`config.mk`:
```
export PLATFORM = sky130hd
export DESIGN_NAME = tick_generator
export DESIGN_NICKNAME = d
export VERILOG_FILES = /design/src/rtl/tick_gen_pkg.sv /design/src/rtl/tick_gen_channel.sv /design/src/rtl/tick_generator.sv
export SDC_FILE = /design/constraint.sdc
export NUM_CORES = 1
export LEC_CHECK = 0
export BUFFER_PORTS_ARGS = -buffer_cell sky130_fd_sc_hd__buf_2
export CORE_ASPECT_RATIO = 0.7
export CORE_MARGIN = 1.5
export CORE_UTILIZATION = 45
export DETAILED_ROUTE_END_ITERATION = 8
export MAX_ROUTING_LAYER = met4
export SYNTH_ARGS = -nofsm -noshare
export SYNTH_HDL_FRONTEND = slang
export SYNTH_SLANG_ARGS = --single-unit
```
`constraint.sdc`:
```
create_clock -name clk -period 24.5 [get_ports clk]
set_clock_uncertainty 0.15 [all_clocks]
set_input_delay 6.125 -clock clk [delete_from_list [all_inputs] [get_ports clk]]
set_output_delay 6.125 -clock clk [all_outputs]
set_load 0.05 [all_outputs]
```
`src/rtl/tick_gen_pkg.sv`:
```
// tick_gen_pkg: shared defaults and helpers for tick_generator
package tick_gen_pkg;
  localparam int CNT_W_DEF = 27;
  localparam int DEFAULT_DIV_DEF = 100000000;
  function automatic int ch_w(input int n);
    return n > 1 ? $clog2(n) : 1;
  endfunction
  function automatic logic [31:0] high_len(input logic [31:0] d);
    return d - (d >> 1);
  endfunction
endpackage

```
`src/rtl/tick_gen_channel.sv`:
```
// tick_gen_channel: one divider channel with shadow/active divisor and registered tick/clk_out
module tick_gen_channel
  import tick_gen_pkg::*;
#(
  parameter int CNT_W = CNT_W_DEF,
  parameter int DEFAULT_DIV = DEFAULT_DIV_DEF
) (
  input  logic             clk,
  input  logic             rst,
  input  logic             en,
  input  logic             align,
  input  logic             wr,
  input  logic [CNT_W-1:0] div,
  output logic             tick,
  output logic             clk_out
);
  localparam logic [CNT_W-1:0] DEF = CNT_W'(DEFAULT_DIV);
  logic [CNT_W-1:0] cnt, active, shadow, cnt_n, active_n, shadow_n;
  logic load;
  // Outputs are registered from the next counter state so they line up with cnt.
  always_comb begin
    shadow_n = wr ? div : shadow;
    load = !en || align || cnt == active - 1'b1;
    cnt_n = load ? '0 : cnt + 1'b1;
    active_n = load ? shadow_n : active;
  end
  always_ff @(posedge clk) begin
    if (rst) begin
      cnt <= '0;
      active <= DEF;
      shadow <= DEF;
      tick <= 1'b0;
      clk_out <= 1'b0;
    end else begin
      cnt <= cnt_n;
      active <= active_n;
      shadow <= shadow_n;
      tick <= en && !align && cnt_n == active_n - 1'b1;
      clk_out <= en && 32'(cnt_n) < high_len(32'(active_n));
    end
  end
endmodule

```
`src/rtl/tick_generator.sv`:
```
// tick_generator: multi-channel programmable tick/square-wave generator.
// Optional TICK_GEN_ALIGN_EN adds an align input that restarts all enabled channels.
module tick_generator
  import tick_gen_pkg::*;
#(
  parameter int NUM_CH = 4,
  parameter int CNT_W = CNT_W_DEF,
  parameter int DEFAULT_DIV = DEFAULT_DIV_DEF,
  localparam int CH_W = ch_w(NUM_CH)
) (
  input  logic              clk,
  input  logic              reset,
`ifdef TICK_GEN_ALIGN_EN
  input  logic              align,
`endif
  input  logic [NUM_CH-1:0] ch_en,
  input  logic              cfg_we,
  input  logic [CH_W-1:0]   cfg_ch,
  input  logic [CNT_W-1:0]  cfg_div,
  output logic              cfg_err,
  output logic [NUM_CH-1:0] tick,
  output logic [NUM_CH-1:0] clk_out
);
  logic align_i, bad;
`ifdef TICK_GEN_ALIGN_EN
  assign align_i = align;
`else
  assign align_i = 1'b0;
`endif
  assign bad = cfg_div == '0 || int'(cfg_ch) >= NUM_CH;
  always_ff @(posedge clk) cfg_err <= reset ? 1'b0 : cfg_we && bad;
  for (genvar i = 0; i < NUM_CH; i++) begin : gen_ch
    tick_gen_channel #(.CNT_W(CNT_W), .DEFAULT_DIV(DEFAULT_DIV)) u_ch (
      .clk(clk),
      .rst(reset),
      .en(ch_en[i]),
      .align(align_i),
      .wr(cfg_we && !bad && cfg_ch == CH_W'(i)),
      .div(cfg_div),
      .tick(tick[i]),
      .clk_out(clk_out[i])
    );
  end
endmodule

```
==> impl_metrics.py <==
metrics = {
    "status": {
        "run_status": "complete, but fails checks",
        "failed_checks": "DRC",
    },
    "timing": {
        "rsz_0062_raised_after_global_routing": "false",
        "max_slew_margin": 0.1919,
        "report.final.slew_viol_count": 0,
        "setup_viol_count_final": 0,
        "fmaxAchievable_mhz": 74.88,
        "post-route-period-util": 0.5451,
        "setup_tns_ps": 0,
        "max_slew.worst_pin.slew_ps": 1212,
        "period_needed_ps": 13350,
        "finalHoldViolations": 0,
    },
    "routing": {
        "drc": 1,
        "drt-pass1-iter-count": 8,
        "drt_iter0_markers": 3067,
        "vias": 28090,
        "antenna_violating_nets_post_route": 0,
        "drt-wirelength-per-cell_um": 20.43,
        "route.detailed.vias_per_inst": 5.796,
        "finalWirelength_um": 99050,
    },
    "logic_synthesis": {
        "synth.area.top_cells": "dfxtp_1 (22%), ha_1 (14%), xnor2_1 (7.9%), nor2_1 (6.3%), xor2_1 (5.4%)",
        "async_flop_share": 0,
        "average_cell_area_after_synthesis_um2": 7.779,
        "synthesis.yosys.warnings": 0,
        "synth.most_common_cell": "nor2_1",
        "synth.top_cell.area_share": 0.2160,
        "synth_area_um2": 30870,
        "gate_count_post_synth": 3968,
        "post_synth_num_cell_types": 94,
        "yosys-top-cells-count": "nor2_1 (522), ha_1 (340), dfxtp_1 (333)",
        "synth-edff-count": 0,
        "count_of_state_elements_after_synthesis": 333,
        "mappedNetlistNets": 4348,
        "synth_seq_area_share": 0.2160,
        "synth.largest_area_cell": "dfxtp_1",
        "dominantRegCellSynth": "dfxtp_1",
    },
    "worst_setup_path": {
        "worst_r2r_startpoint": "gen_ch[3].u_ch.active[6]",
        "path_max_fanout": 27,
        "max_stage_delay_cell_worst_path": "o31ai_4",
        "worstSetupStartpoint": "cfg_div[14]",
        "critical_path.max_stage_delay_ps": 560,
        "worstSetupEndpointType": "flop",
        "cp.arrival_ps": 13740,
        "criticalPathCategory": "primary input to flop",
        "critical-path-top-cell-by-count": "a21o_1",
        "critPathRequiredTime_ps": 24890,
        "start_kind": "primary input",
    },
    "place": {
        "globalplace.congestion": 0.9980,
        "post-place-cells": 4770,
        "io_buffer_count": 44,
        "hpwlAfterDp_um": 78200,
    },
    "hold_path": {
        "hold_path.startpoint": "gen_ch[1].u_ch.shadow[20]",
        "worst_hold_path_type": "flop to flop",
    },
    "global_route": {
        "grt_pass1_wl_um": 152600,
        "grt_max_degree": 133,
        "first_global_vias": 25180,
        "grt_overflow": 0,
        "grt_usage": 0.2847,
        "grt_antenna_before_repair": 8,
    },
    "clock_tree": {
        "cts.root.buffer_cell": "clkbuf_16",
        "cts_bufs_inserted": 40,
        "holdBufCountCts": 0,
        "cts_htree_levels": 2,
        "clock_latency_ps": 600,
        "max-clock-path-buffers": 3,
        "postcts_setup_bufs": 0,
        "tritoncts_num_sinks": 333,
        "path_clk_slew_ps": 60,
        "tritoncts": "yes",
        "post_cts_resize_count": 0,
    },
    "die": {
        "floorplan.die.width_um": 316.0,
        "die_h_um": 222.1,
        "rows": 80,
        "total_i_o_pin_count": 45,
        "floorplan.initialDensity": 0.4542,
        "design.die.area_um2": 70200,
        "core_area_um2": 67970,
    },
    "power_and_ir_drop": {
        "vdd_ir_drop_max_uv": 42.48,
        "power_density_nw_per_um2": 51.39,
        "finalPower_mw": 1.711,
        "p_leak_nw": 14.28,
    },
    "final_layout": {
        "layout-drive-gt1-share": 0.05761,
        "final_nets": 4290,
        "post-route-util": 0.4898,
        "synthToLayoutAreaGrowth_pct": 7.839,
        "final_cell_count_no_fill": 4847,
    },
    "run": {
        "maxCapViolCount": 0,
    },
}
==> worst max-delay path, delay by kind of cell <==
family | cells | cell delay (ps)
buf+inv | 3 | 660
fa+ha+maj | 3 | 920
simple gates | 7 | 1380
compound gates | 18 | 3760
mux | 2 | 710
xor+xnor | 1 | 150
==> cell families (layout without fill, tap and decap cells) <==
family,count (synthesis),after routing,share of synthesized area
other cells,0,5,0
fa+ha+maj,345,345,0.1407
buf+inv,433,405,0.05533
mux,169,169,0.05622
flops,333,333,0.2160
xor+xnor,473,473,0.1360
compound gates,683,683,0.1476
simple gates,1532,1532,0.2481
==> placed cells by master, fill, tap and decap left out, types with 16 or more instances in the layout <==
cell,instances
o31ai_1,22
o21bai_1,38
nand3_1,113
nor3_1,75
o21ai_0,181
xor2_1,192
nand4_1,84
and4_1,26
dfxtp_1,333
nand2b_1,128
nand3b_1,16
nor2_1,522
mux2i_1,152
nor2b_1,41
and2_1,28
ha_1,340
nor4_1,52
a211oi_1,28
nor3b_1,17
buf_4,49
a31oi_1,29
or3_1,31
buf_2,43
o211ai_1,22
a21oi_1,139
or4_1,23
clkbuf_16,40
inv_1,238
a21o_1,31
and3_1,44
nand2_1,271
xnor2_1,277
==> where the power goes <==
part | leakage (nW) | internal [mW] | switching, mW
logic | 10.9 | 0.180 | 0.285
registers | 2.71 | 0.557 | 0.0231
clock network | 0.703 | 0.393 | 0.272
total | 14.3 | 1.13 | 0.580
==> state kept, by name, indices dropped and copies added (netlist names) <==
signal               flops
gen_ch.u_ch.clk_out      4
cfg_err                  1
gen_ch.u_ch.cnt        108
gen_ch.u_ch.active     108
gen_ch.u_ch.shadow     108
gen_ch.u_ch.tick         4
==> layer usage <==
metal	vias to the layer above	global-route usage	wire length, um
met4	0	0.04893	1440
met1	13170	0.4539	51400
met3	104	0.04714	9050
li1	13720	-	-
met2	1094	0.3650	37150
met5	-	-	0
==> final timing paths <==
path | slack, ps | end | cells after the start
max | 11150 | gen_ch[2].u_ch.clk_out | 34
min reg2reg | 330 | gen_ch[1].u_ch.shadow[20] | 2
min | 330 | gen_ch[1].u_ch.shadow[20] | 2
max reg2reg | 15140 | gen_ch[3].u_ch.clk_out | 29
==> metrics by stage <==
stage	setup slack [ps]	instance area [um^2]	hold WS [ps]
global route	10550	33290	360.2
floorplan	11330	30870	293.9
detailed placement	10620	31850	319.7
global placement	10740	31850	308.3
finish	11150	33290	332.7
CTS	11210	33280	336.9
==> final cells by class <==
| class | instances | area [um^2] |
|---|---|---|
| clock inverters | 22 | 334.1 |
| clock buffers | 50 | 1089 |
| flip-flops and latches | 333 | 6666 |
| multi-input cells | 3202 | 22550 |
| fillers | 6730 | 34680 |
| repair buffers | 94 | 614.3 |
| diodes | 5 | 12.51 |
| inverters | 239 | 897.1 |
| well taps | 902 | 1129 |
Note: power is estimated with default switching activity, not from simulation.
